<file path="config.mk">
export PLATFORM = sky130hd
export DESIGN_NAME = machine_start_sequencer
export DESIGN_NICKNAME = d
export VERILOG_FILES = /design/src/rtl/machine_ctrl_pkg.sv /design/src/rtl/machine_start_sequencer_step_timer.sv /design/src/rtl/machine_start_sequencer.sv
export SDC_FILE = /design/constraint.sdc
export NUM_CORES = 1
export LEC_CHECK = 0
export CORE_UTILIZATION = 47
export CTS_CLUSTER_SIZE = 16
export DETAILED_ROUTE_END_ITERATION = 6
export PLACE_DENSITY = 0.74
export SYNTH_ARGS = -nofsm -noshare
export SYNTH_HDL_FRONTEND = slang
export SYNTH_SLANG_ARGS = --single-unit
</file>
<file path="constraint.sdc">
create_clock -name CLK -period 2.7 [get_ports CLK]
set_clock_uncertainty 0.15 [all_clocks]
set_input_delay 0.54 -clock CLK [delete_from_list [all_inputs] [get_ports CLK]]
set_output_delay 0.54 -clock CLK [all_outputs]
set_load 0.1 [all_outputs]
</file>
<file path="src/rtl/machine_ctrl_pkg.sv">
// Shared definitions for the machine start/stop sequencer: FSM state
// encoding, fault-code constants and the default motor count.
package machine_ctrl_pkg;

    // FSM states, 3-bit encoding.
    typedef enum logic [2:0] {
        ST_IDLE      = 3'd0,
        ST_RAMP_UP   = 3'd1,
        ST_RUN       = 3'd2,
        ST_RAMP_DOWN = 3'd3,
        ST_FAULT     = 3'd4
    } state_t;

    // Fault code values: 0 = none, 1..N_MOT = motor index + 1, 8+i = sensor i.
    localparam logic [3:0] FC_NONE      = 4'd0;
    localparam logic [3:0] FC_SENS_BASE = 4'd8;

    // Number of safety sensors (FAIL_SENSn width).
    localparam int N_SENS = 3;

    // Default number of motors on this machine.
    localparam int N_MOT_DEF = 5;

endpackage

</file>
<file path="src/rtl/machine_start_sequencer_step_timer.sv">
// Reloadable step timer shared by the ramp-up and ramp-down sequences.
// LOAD sets the count to STEP_DLY-1; it then counts down and holds at 0.
// DONE is high while the count reads 0, so the next step fires on the
// edge after the count reaches 0, giving STEP_DLY cycles per step.
module step_timer #(
    parameter int STEP_DLY = 1000
) (
    input  logic CLK,
    input  logic RST,
    input  logic LOAD,
    output logic DONE
);

    // STEP_DLY = 1 would give a zero-width counter; keep at least one bit.
    localparam int TW = (STEP_DLY > 1) ? $clog2(STEP_DLY) : 1;

    logic [TW-1:0] r_cnt;

    // Down-counter: reload on LOAD, otherwise decrement until it reaches 0.
    always_ff @(posedge CLK) begin
        if (RST) begin
            r_cnt <= '0;
        end else if (LOAD) begin
            r_cnt <= TW'(STEP_DLY - 1);
        end else if (r_cnt != '0) begin
            r_cnt <= r_cnt - TW'(1);
        end
    end

    assign DONE = (r_cnt == '0);

endmodule

</file>
<file path="src/rtl/machine_start_sequencer.sv">
// Sequenced start/stop and fault controller for the motor enables.
// Motors come up one at a time every STEP_DLY cycles and go down in
// reverse order; any sensor fault, or an error on an enabled motor,
// drops every enable on the next edge and latches the first fault cause.
module machine_start_sequencer
    import machine_ctrl_pkg::*;
#(
    parameter int N_MOT    = N_MOT_DEF,
    parameter int STEP_DLY = 1000
) (
    input  logic               CLK,
    input  logic               RST,
    input  logic               START,
    input  logic               STOP,
    input  logic               CLR,
    input  logic [N_MOT-1:0]   MOT_ERR,
    input  logic [N_SENS-1:0]  FAIL_SENSn,
    output logic [N_MOT-1:0]   MOT_ENA,
    output logic               RUNNING,
    output logic               BUSY,
    output logic               FAULT,
    output logic [3:0]         FAULT_CODE,
    output logic [2:0]         o_dbg_state
);

    state_t           r_state;
    logic [N_MOT-1:0] r_mot_ena;
    logic             r_running;
    logic             r_busy;
    logic             r_fault;
    logic [3:0]       r_code;

    state_t           w_state_nxt;
    logic [N_MOT-1:0] w_ena_nxt;
    logic [3:0]       w_code_nxt;
    logic             w_load;
    logic             w_step_done;
    logic             w_fault;
    logic [3:0]       w_fault_code;
    logic [N_MOT-1:0] w_mot_flt;
    logic [N_MOT-1:0] w_ena_up;
    logic [N_MOT-1:0] w_ena_dn;

    // Enables always form a contiguous run from bit 0, so a single shift
    // sets the next-higher bit or clears the highest set bit.
    assign w_ena_up = (r_mot_ena << 1) | N_MOT'(1);
    assign w_ena_dn = r_mot_ena >> 1;

    // Errors of motors that are not enabled are ignored.
    assign w_mot_flt = MOT_ERR & r_mot_ena;

    step_timer #(
        .STEP_DLY (STEP_DLY)
    ) u_step_timer (
        .CLK  (CLK),
        .RST  (RST),
        .LOAD (w_load),
        .DONE (w_step_done)
    );

    // Fault encoder: sensors beat motors, lowest index wins in each group.
    // Loops run high-to-low so the lowest index is the last (winning) write.
    always_comb begin
        w_fault_code = FC_NONE;
        for (int k = N_MOT - 1; k >= 0; k--) begin
            if (w_mot_flt[k]) begin
                w_fault_code = 4'(k + 1);
            end
        end
        for (int i = N_SENS - 1; i >= 0; i--) begin
            if (!FAIL_SENSn[i]) begin
                w_fault_code = FC_SENS_BASE + 4'(i);
            end
        end
    end

    assign w_fault = (~FAIL_SENSn != '0) || (w_mot_flt != '0);

    // State register plus the registered outputs derived from the next state.
    always_ff @(posedge CLK) begin
        if (RST) begin
            r_state   <= ST_IDLE;
            r_mot_ena <= '0;
            r_running <= 1'b0;
            r_busy    <= 1'b0;
            r_fault   <= 1'b0;
            r_code    <= FC_NONE;
        end else begin
            r_state   <= w_state_nxt;
            r_mot_ena <= w_ena_nxt;
            r_running <= (w_state_nxt == ST_RUN);
            r_busy    <= (w_state_nxt == ST_RAMP_UP) || (w_state_nxt == ST_RAMP_DOWN);
            r_fault   <= (w_state_nxt == ST_FAULT);
            r_code    <= w_code_nxt;
        end
    end

    // Next-state logic: fault beats every command; STOP beats START in IDLE.
    always_comb begin
        w_state_nxt = r_state;
        case (r_state)
            ST_IDLE: begin
                if (w_fault) begin
                    w_state_nxt = ST_FAULT;
                end else if (START && !STOP) begin
                    w_state_nxt = ST_RAMP_UP;
                end
            end
            ST_RAMP_UP: begin
                if (w_fault) begin
                    w_state_nxt = ST_FAULT;
                end else if (STOP) begin
                    w_state_nxt = (w_ena_dn == '0) ? ST_IDLE : ST_RAMP_DOWN;
                end else if (w_step_done && r_mot_ena[N_MOT-1]) begin
                    w_state_nxt = ST_RUN;
                end
            end
            ST_RUN: begin
                if (w_fault) begin
                    w_state_nxt = ST_FAULT;
                end else if (STOP) begin
                    w_state_nxt = (w_ena_dn == '0) ? ST_IDLE : ST_RAMP_DOWN;
                end
            end
            ST_RAMP_DOWN: begin
                if (w_fault) begin
                    w_state_nxt = ST_FAULT;
                end else if (w_step_done && (w_ena_dn == '0)) begin
                    w_state_nxt = ST_IDLE;
                end
            end
            ST_FAULT: begin
                if (CLR && !w_fault) begin
                    w_state_nxt = ST_IDLE;
                end
            end
            default: begin
                w_state_nxt = ST_IDLE;
            end
        endcase
    end

    // Output logic: enable shifting, step-timer reloads and fault-code latch.
    always_comb begin
        w_ena_nxt  = r_mot_ena;
        w_code_nxt = r_code;
        w_load     = 1'b0;
        if (w_state_nxt == ST_FAULT) begin
            w_ena_nxt = '0;
            // Only the transition into FAULT captures a code; later faults
            // while already in FAULT leave the first cause in place.
            if (r_state != ST_FAULT) begin
                w_code_nxt = w_fault_code;
            end
        end else begin
            case (r_state)
                ST_IDLE: begin
                    if (w_state_nxt == ST_RAMP_UP) begin
                        w_ena_nxt = N_MOT'(1);
                        w_load    = 1'b1;
                    end
                end
                ST_RAMP_UP: begin
                    if (STOP) begin
                        w_ena_nxt = w_ena_dn;
                        w_load    = 1'b1;
                    end else if (w_step_done && !r_mot_ena[N_MOT-1]) begin
                        w_ena_nxt = w_ena_up;
                        w_load    = 1'b1;
                    end
                end
                ST_RUN: begin
                    if (STOP) begin
                        w_ena_nxt = w_ena_dn;
                        w_load    = 1'b1;
                    end
                end
                ST_RAMP_DOWN: begin
                    if (w_step_done) begin
                        w_ena_nxt = w_ena_dn;
                        w_load    = 1'b1;
                    end
                end
                ST_FAULT: begin
                    if (w_state_nxt == ST_IDLE) begin
                        w_code_nxt = FC_NONE;
                    end
                end
                default: begin
                    w_ena_nxt = '0;
                end
            endcase
        end
    end

    assign MOT_ENA     = r_mot_ena;
    assign RUNNING     = r_running;
    assign BUSY        = r_busy;
    assign FAULT       = r_fault;
    assign FAULT_CODE  = r_code;
    assign o_dbg_state = r_state;

endmodule

</file>
==> results.cfg, run 1 <==
[min_path]
worst_hold_path_cell_count = 2
min-delay-start = FAULT_CODE[0]$_SDFFE_PP0P_
hold_crit_endpoint = FAULT_CODE[0]$_SDFFE_PP0P_
timing.hold.worst.class = flop to flop

[synth]
synth_top_cells_by_area = dfxtp_1, a21oi_1, nand2_1
commonest_cells_post_synth = dfxtp_1, a21oi_1, nand2_1
synthDominantCellAreaShare_pct = 34.9
most_frequently_used_cell_type_in_the_post_synthesis_netlist = dfxtp_1
post_synth_edffs = 0
synth-main-ff-cell = dfxtp_1
ys_ff_latch = 25
synthesis.area_sq_um = 1430
asyncSetResetFlopFracSynth_pct = 0
yosys.cell_types.count = 46
mappedNetlistNets = 193
synth_seq_area_share_pct = 34.9
synthesis.yosys.warnings = 0
netlist_instances = 178
synth_top_cell_by_area = dfxtp_1
per_instance_average_area_after_synthesis_sq_um = 8.06

[critical_path]
worstReg2RegStart = u_step_timer.r_cnt[0]$_SDFFE_PP0P_
cp_max_fo = 12
timing.reg2reg.worst_path_depth = 8
rr_endpoint = MOT_ENA[0]$_SDFFE_PP0P_
cp_data_arrival_time_ns = 2.35
setup.worst_path.start_class = flop
worstPathRequired_ns = 2.78
criticalPathCategory = flop to flop
setup.reg_to_reg.worst_slack_ns = 0.43
end_kind = flop

[placement]
post-place-cells = 231
hpwlAfterDp_um = 2540
port_buffers = 27
globalplace.congestion = 0.854
post-place-ws_ns = 0.136

[global_route]
globalRoute.totalOverflow = 0
global_route_wire_length_before_repair_um = 5520
grt_antenna_before_repair = 0
maximum_number_of_pins_on_one_net_before_global_route_repair = 18
grt_use_total_pct = 21.5
grt_pass1_vias = 1260

[floorplanning]
dieArea_sq_um = 3280
dieHeight_um = 57.2
die_width_um = 57.2
num_io_pins = 28
row_count = 19
core_area_sq_um = 2830
floorplan.initialDensity_pct = 50.7

[timing]
worst_slew_pin_slew_ns = 0.489
final_critical_path_setup_slack_ns = 0.428
post-route-min-period_ns = 2.27
slew_viol_final = 0
hold_slack_ns = 0.328
layout_worst_path_cycle_share_pct = 84.2
rsz0062_at_grt = false
finalSetupViolations = 0
hold_violations = 0
maxSlewHeadroom_pct = 67.4
tns_ns = 0
maximum_clock_frequency_mhz = 440

[cts]
tritoncts = done
post_cts.repair.setup_buffers = 0
cts_resized = 0
cts_root_buf = clkbuf_4
cts.reportedPaths.clkPinSlew_ns = 0.14
postCtsHoldBufs = 0
max-clock-path-buffers = 2
worst_skew_pair.late_latency_ns = 0.32
clock-sinks = 25
cts_max_level = 1
tritoncts.num_buffers = 3

[layout]
antenna-diode-count = 0
layoutNonFillerInstCount = 235
area_growth_pct = 19.5
layout-drive-gt1-share_pct = 17.2
fillCellCount = 262
final_core_utilization_pct = 60.6
final_nets = 220

[detailed_routing]
drt-pass1-iter-count = 6
post-route-drc-count = 4
ant_nets = 0
detail_route.wl_per_cell_um = 13.9
drt_iter0_drc = 73
detailroute.via_count = 1370
via_density_per_instance = 5.83
drt-total-wl_um = 3270

[power]
p_per_area_nw_per_um2 = 696
leakage_power_figure_uw = 0.000648
power.ir.vdd_worst_mv = 0.605

[run]
drv.max_cap_violation_count = 0

[run_status]
violations = DRC
run_status = finished with violations
-- through the flow --
| step | area [sq um] | power [uW] |
|---|---|---|
| floorplan | 1430 | 925 |
| global placement | 1680 | 1000 |
| detailed placement | 1680 | 1030 |
| CTS | 1710 | 1210 |
| global route | 1710 | 1280 |
| finish | 1710 | 1190 |
-- where the power goes --
part           total [uW]  leakage (uW)  internal [uW]  switching (uW)
Sequential            507      0.000205            436            70.9
Clock                 174     0.0000139           56.5             117
Combinational         512      0.000430            222             290
Total                1190      0.000648            715             478
-- critical path: stages, from the launching register on --
cell,delay (ns)
dfxtp_1,0.36
inv_1,0.08
ha_1,0.16
nor2b_1,0.23
nand3_2,0.28
a21oi_2,0.24
nor2_1,0.10
or3_4,0.43
o32ai_1,0.14
-- how the worst max path moves through the flow --
stage,from,end,slack (ns),cells after the start
after CTS,u_step_timer.r_cnt[0]$_SDFFE_PP0P_,MOT_ENA[0]$_SDFFE_PP0P_,0.42,8
after floorplan,o_dbg_state[1]$_SDFF_PP0_,MOT_ENA[1]$_SDFFE_PP0P_,0.19,7
after global routing,u_step_timer.r_cnt[0]$_SDFFE_PP0P_,MOT_ENA[2]$_SDFFE_PP0P_,0.28,8
after detailed placement,MOT_ERR[1],MOT_ENA[0]$_SDFFE_PP0P_,0.14,7
after global placement,MOT_ERR[3],MOT_ENA[1]$_SDFFE_PP0P_,0.18,7
final,u_step_timer.r_cnt[0]$_SDFFE_PP0P_,MOT_ENA[0]$_SDFFE_PP0P_,0.43,8
-- flip-flops by register name (all words and copies together) (netlist names) --
name                flops
MOT_ENA                 5
u_step_timer.r_cnt     10
o_dbg_state             3
FAULT_CODE              4
BUSY                    1
RUNNING                 1
FAULT                   1
-- routing by layer --
layer  wire length [um]  part of all wire, %  global-route usage, %  vias to the layer above
met5                  0                    0                      0                        -
met4                 36                  1.1                   7.32                        0
met3                 89                  2.7                   2.72                        6
met2               1670                   51                   37.0                       28
met1               1470                   45                   27.8                      639
li1                   -                    -                      -                      697
-- final cells by class --
type	instances	area [sq um]	area share [%]
Clock buffer	3	22.5	1.31
Clock inverter	1	7.51	0.438
Inverter	6	22.5	1.31
Multi-Input combinational cell	141	882	51.5
Sequential cell	25	500	29.2
Tap cell	31	38.8	2.26
Timing Repair Buffer	28	240	14.0
-- cell families after synthesis --
logic type                 count (synthesis)  share of synthesized area [%]
buffers and inverters                     12                           3.58
xor gates and xnor gates                   5                           3.05
muxes                                      1                          0.698
DFF                                       25                           34.9
AOI/OAI and AO/OA                         54                           25.7
adders and majority gates                  2                           1.74
and+or+nand+nor                           79                           30.3
-- layout by cell type (no fill, tap or decap), types with 2 or more instances in the layout --
| master | count |
|---|---|
| a22oi_2 | 2 |
| or2_2 | 2 |
| nand3_1 | 4 |
| nand3b_1 | 2 |
| and2_1 | 5 |
| a21o_1 | 2 |
| inv_1 | 6 |
| nor3_1 | 6 |
| nor2_1 | 17 |
| nor2b_1 | 4 |
| clkbuf_4 | 3 |
| a22oi_1 | 4 |
| buf_4 | 16 |
| ha_1 | 2 |
| nand2_1 | 21 |
| clkdlybuf4s50_1 | 12 |
| o32ai_1 | 4 |
| dfxtp_1 | 25 |
| nand2b_1 | 4 |
| xor2_1 | 4 |
| o21ai_0 | 9 |
| a311oi_2 | 2 |
| a21oi_1 | 21 |
| nand4_1 | 2 |
| a21oi_2 | 2 |
Note: power is estimated with default switching activity, not from simulation.
==> run 2, diff against run 1 <==
CORE_UTILIZATION = 46   (was 47)
PLACE_DENSITY = 0.75   (was 0.74)
clock period = 1.9 ns   (was 2.7 ns; I/O delays follow)
==> run 2 against run 1 <==
Compared with the run above: the flow finishes with violations (DRC, setup timing); via count grew 45%; combinational power grew to 2.6 times the previous value; power grew 96%; final area grew 56%; clock power grew 60%; die area grew 2.1%; flip-flop and latch count is the same; hold slack gained 0.061 ns.
==> results.cfg, run 2 (synthesized netlist as in run 1, its figures left out) <==
[critical_path]
criticalPathCategory = flop to flop
timing.reg2reg.worst_path_depth = 8
cp_max_fo = 3
rr_endpoint = MOT_ENA[1]$_SDFFE_PP0P_
end_kind = flop
cp_data_arrival_time_ns = 2.29
worstReg2RegStart = MOT_ENA[1]$_SDFFE_PP0P_
worstPathRequired_ns = 2.01
setup.worst_path.start_class = flop
setup.reg_to_reg.worst_slack_ns = -0.28

[global_route]
grt_use_total_pct = 34.4
grt_pass1_vias = 1749
globalRoute.totalOverflow = 0
maximum_number_of_pins_on_one_net_before_global_route_repair = 18
global_route_wire_length_before_repair_um = 8670
grt_antenna_before_repair = 0

[min_path]
min-delay-start = FAIL_SENSn[0]
timing.hold.worst.class = input port to flop
worst_hold_path_cell_count = 4
hold_crit_endpoint = FAULT_CODE[0]$_SDFFE_PP0P_

[cts]
tritoncts = done
postCtsHoldBufs = 0
clock-sinks = 25
cts.reportedPaths.clkPinSlew_ns = 0.18
cts_root_buf = clkbuf_4
worst_skew_pair.late_latency_ns = 0.36
max-clock-path-buffers = 2
tritoncts.num_buffers = 3
cts_max_level = 1

[timing]
layout_worst_path_cycle_share_pct = 115
maximum_clock_frequency_mhz = 459
rsz0062_at_grt = true
hold_violations = 0
maxSlewHeadroom_pct = 60.7
finalSetupViolations = 22
post-route-min-period_ns = 2.18
tns_ns = -2.65
worst_slew_pin_slew_ns = 0.584
final_critical_path_setup_slack_ns = -0.279
slew_viol_final = 0

[power]
power.ir.vdd_worst_mv = 1.24
leakage_power_figure_uw = 0.00109
totalPowerFinal_uw = 2340
p_per_area_nw_per_um2 = 878

[run_status]
violations = DRC, setup timing
run_status = finished with violations

[floorplanning]
floorplan.initialDensity_pct = 50.3
die_width_um = 57.8
num_io_pins = 28
core_area_sq_um = 2850
dieArea_sq_um = 3340
dieHeight_um = 57.8
row_count = 19

[placement]
hpwlAfterDp_um = 3130
dpl-instance-area_sq_um = 2180
globalplace.congestion = 0.885
port_buffers = 27

[layout]
layout-drive-gt1-share_pct = 54.4
registers.top_by_ff_count = u_step_timer.r_cnt
antenna-diode-count = 0
final_nets = 277
area_growth_pct = 86.0
fillCellCount = 85
cell_area_after_layout_sq_um = 2670
largest_register_ffs = 10
mostFrequentLayoutCells = buf_4, nand2_1, buf_12
layout_commonest_cell = buf_4

[detailed_routing]
drt_iter0_drc = 226
ant_nets = 0
via_density_per_instance = 6.81
drt-total-wl_um = 7150
detail_route.wl_per_cell_um = 24.5
detailroute.via_count = 1989
post-route-drc-count = 4
drt-pass1-iter-count = 7

[run]
drv.max_cap_violation_count = 0
run 2: cell types whose count changed in the layout (fill, tap and decap cells not counted), moves of 7 or more:
cell,previous run,this run
a21oi_1,21,9
buf_4,16,53
buf_12,0,15
dfxtp_1,25,13
a21oi_2,2,11
dfxtp_4,0,7
clkdlybuf4s50_1,12,5
run 2: worst max path at each step:
stage | start | end | slack, ns
global placement | MOT_ERR[1] | MOT_ENA[1]$_SDFFE_PP0P_ | -0.35
CTS | u_step_timer.r_cnt[3]$_SDFFE_PP0P_ | MOT_ENA[1]$_SDFFE_PP0P_ | -0.07
detailed placement | MOT_ERR[1] | MOT_ENA[3]$_SDFFE_PP0P_ | -0.50
floorplan | o_dbg_state[1]$_SDFF_PP0_ | MOT_ENA[1]$_SDFFE_PP0P_ | -0.01
global route | MOT_ENA[2]$_SDFFE_PP0P_ | MOT_ENA[1]$_SDFFE_PP0P_ | -0.30
finish | MOT_ENA[1]$_SDFFE_PP0P_ | MOT_ENA[1]$_SDFFE_PP0P_ | -0.28
run 2: final cells by class:
| type | count | area, sq um | area share (%) |
|---|---|---|---|
| clock buffer | 3 | 22.5 | 0.845 |
| clock inverter | 1 | 6.26 | 0.235 |
| inverter | 6 | 22.5 | 0.845 |
| multi-input combinational | 142 | 1170 | 43.9 |
| sequential | 25 | 533 | 20.0 |
| tap | 31 | 38.8 | 1.45 |
| timing repair buffer | 84 | 873 | 32.8 |
run 2: what timing repair did:
item	in CTS	in global routing
gates cloned	0	1
pin swaps	17	19
setup buffers	7	13
gates resized for setup	30	41
endpoints found under the setup margin	18	22
run 2: metrics by stage:
step | setup slack (ns) | cells | util (%) | hold slack [ns]
after CTS | -0.0712 | 278 | 84.1 | 0.372
after detailed placement | -0.501 | 267 | 76.3 | 0.353
final | -0.279 | 292 | 93.5 | 0.388
after floorplan | -0.0133 | 178 | - | 0.299
after global routing | -0.298 | 292 | 93.5 | 0.404
after global placement | -0.348 | 267 | 76.3 | 0.332
run 2: report_power, final:
group / switching [uW] / total [uW] / internal (uW)
sequential: 122 / 742 / 620
combinational: 709 / 1320 / 611
clock: 195 / 278 / 82.8
total: 1030 / 2340 / 1310
run 2: metal layers:
metal / part of all wire (%) / vias up / global-route usage [%]
li1: - / 810 / -
met1: 36 / 928 / 42.2
met2: 47 / 194 / 58.8
met3: 11 / 57 / 5.58
met4: 6.4 / 0 / 16.3
met5: 0 / - / 0
run 2: worst max-delay path, stage by stage, from the launching register on:
cell	delay (ns)
dfxtp_4	0.41
buf_4	0.15
nor4_4	0.32
nor3_2	0.14
a21oi_4	0.21
nand2_2	0.10
a311oi_4	0.34
buf_4	0.19
o32ai_2	0.08
==> run 3, diff against run 2 <==
CTS_CLUSTER_DIAMETER = 100   (was default)
TNS_END_PERCENT = 20   (was default)
==> run 3 against run 2 <==
Compared with the run above: the flow still finishes with violations (DRC, setup timing); power is 4.6% lower; first-iteration DRC count is 14% lower; critical path depth is 2 lower; die area stayed put; sequential power hardly changed; setup slack better by 0.038 ns; non-clock buffer count is 12 lower; register-to-register slack better by 0.04 ns; critical path type unchanged.
==> results.cfg, run 3 (synthesized netlist as in run 1, its figures left out) <==
[run_status]
run_status = finished with violations
violations = DRC, setup timing

[power]
p_per_area_nw_per_um2 = 880
power.sequential.fraction_pct = 33.1
part_of_the_total_power_dissipated_in_the_clock_network_pct = 12.2
total_switching_power_uw = 973
sw_share_pct = 43.6
power.ir.vdd_worst_mv = 1.10
leakage_power_figure_uw = 0.00103
power_frac_comb_pct = 54.7
intPower_uw = 1260

[cts]
tritoncts = done
clock-sinks = 25
worst_skew_pair.late_latency_ns = 0.34
cts_root_buf = clkbuf_4
postCtsHoldBufs = 0
cts.reportedPaths.clkPinSlew_ns = 0.15
cts_max_level = 1
max-clock-path-buffers = 2
tritoncts.num_buffers = 3

[layout]
layoutNonFillerInstCount = 280
antenna-diode-count = 0
largest_register_ffs = 10
area_growth_pct = 77.0
final_nets = 265
registers.top_by_ff_count = u_step_timer.r_cnt
mostFrequentLayoutCells = buf_4, nand2_1, nor2_1, buf_12, a21oi_1
layout_commonest_cell = buf_4
layout-drive-gt1-share_pct = 48.6
cell_area_after_layout_sq_um = 2540
fillCellCount = 118

[critical_path]
cp_data_arrival_time_ns = 2.24
timing.critical_path.slowest_stage_cell = dfxtp_4
setup.worst_path.start_class = flop
criticalPathCategory = flop to flop
cpPeakStageDelay_ns = 0.54
cp_max_fo = 13
end_kind = flop
critical_path.cell_chain = inv_1 > o21ai_2 > a2bb2oi_4 > nand4_1 > or2_2 > a21oi_1
worstPathRequired_ns = 2.00

[placement]
globalplace.congestion = 0.885
port_buffers = 27
post-place-cells = 267
dpl-instance-area_sq_um = 2180
post-place-ws_ns = -0.501
hpwlAfterDp_um = 3130

[timing]
post-route-min-period_ns = 2.14
slew_viol_final = 0
rsz0062_at_grt = true
layout_worst_path_cycle_share_pct = 113
worst_slew_pin_slew_ns = 0.471
maximum_clock_frequency_mhz = 467
final_critical_path_setup_slack_ns = -0.241
hold_slack_ns = 0.393
tns_ns = -2.05
finalSetupViolations = 20
maxSlewHeadroom_pct = 68.5
hold_violations = 0

[floorplanning]
num_io_pins = 28
core_area_sq_um = 2850
row_count = 19
dieHeight_um = 57.8
floorplan.initialDensity_pct = 50.3
die_width_um = 57.8
dieArea_sq_um = 3340

[global_route]
grt_pass1_vias = 1648
maximum_number_of_pins_on_one_net_before_global_route_repair = 18
grt_use_total_pct = 30.0
globalRoute.totalOverflow = 0
global_route_wire_length_before_repair_um = 7600
grt_antenna_before_repair = 0

[min_path]
timing.hold.worst.class = input port to flop

[detailed_routing]
drt-pass1-iter-count = 7
post-route-drc-count = 5
drt_iter0_drc = 194
drt-total-wl_um = 6710
via_density_per_instance = 6.76
ant_nets = 0
detail_route.wl_per_cell_um = 24.0
detailroute.via_count = 1893

[run]
drv.max_cap_violation_count = 0
[run 3: cell types whose count changed in the layout (fill, tap and decap cells not counted), sizes merged]
cell / before / now
buf: 72 / 60
dlygate4sd2: 2 / 1
dlymetal6s2s: 5 / 6
[run 3: layout make-up]
type,count,area (sq um),share of cell area (%)
Clock buffer,3,22.5,0.888
Clock inverter,1,6.26,0.247
Inverter,6,22.5,0.888
Multi-Input combinational cell,142,1120,44.2
Sequential cell,25,533,21.0
Tap cell,31,38.8,1.53
Timing Repair Buffer,72,792,31.2
[run 3: repair_timing]
action	in CTS	in global routing
pin swaps	17	18
setup buffers	3	5
setup endpoints to repair	18	20
cloned	0	1
resized for setup	25	33
[run 3: critical path, delay by kind of cell, from the launching register on]
kind	cells	cell delay, ns
buffers and inverters	1	0.21
DFF	1	0.54
and+or+nand+nor	2	0.50
AOI/OAI and AO/OA	3	0.66
[run 3: layer usage]
layer | GRT usage (%) | wire [um]
met5 | 0 | 0
met4 | 12.9 | 594
met1 | 36.3 | 2220
met3 | 3.35 | 647
met2 | 53.5 | 3240
[run 3: final timing paths]
| check | from | endpoint | slack, ns | cells after the start |
|---|---|---|---|---|
| hold / removal | FAIL_SENSn[0] | FAULT_CODE[0]$_SDFFE_PP0P_ | 0.39 | 4 |
| hold reg to reg | FAULT_CODE[0]$_SDFFE_PP0P_ | FAULT_CODE[0]$_SDFFE_PP0P_ | 0.45 | 2 |
| setup / recovery | o_dbg_state[2]$_SDFF_PP0_ | FAULT_CODE[1]$_SDFFE_PP0P_ | -0.24 | 6 |
| setup reg to reg | o_dbg_state[2]$_SDFF_PP0_ | FAULT_CODE[1]$_SDFFE_PP0P_ | -0.24 | 6 |
[run 3: power by group through the flow]
| stage | logic, uW | clock network [uW] | registers, uW |
|---|---|---|---|
| after floorplan | 561 | 0 | 748 |
| after global placement | 851 | 0 | 705 |
| after detailed placement | 900 | 0 | 716 |
| after CTS | 1010 | 256 | 720 |
| after global routing | 1290 | 290 | 743 |
| final | 1220 | 272 | 739 |
[run 3: metrics by stage]
step / total power (uW) / util [%]
after floorplan: 1310 / -
after global placement: 1560 / 76.3
after detailed placement: 1620 / 76.3
after CTS: 1990 / 82.4
after global routing: 2320 / 88.9
final: 2230 / 88.9
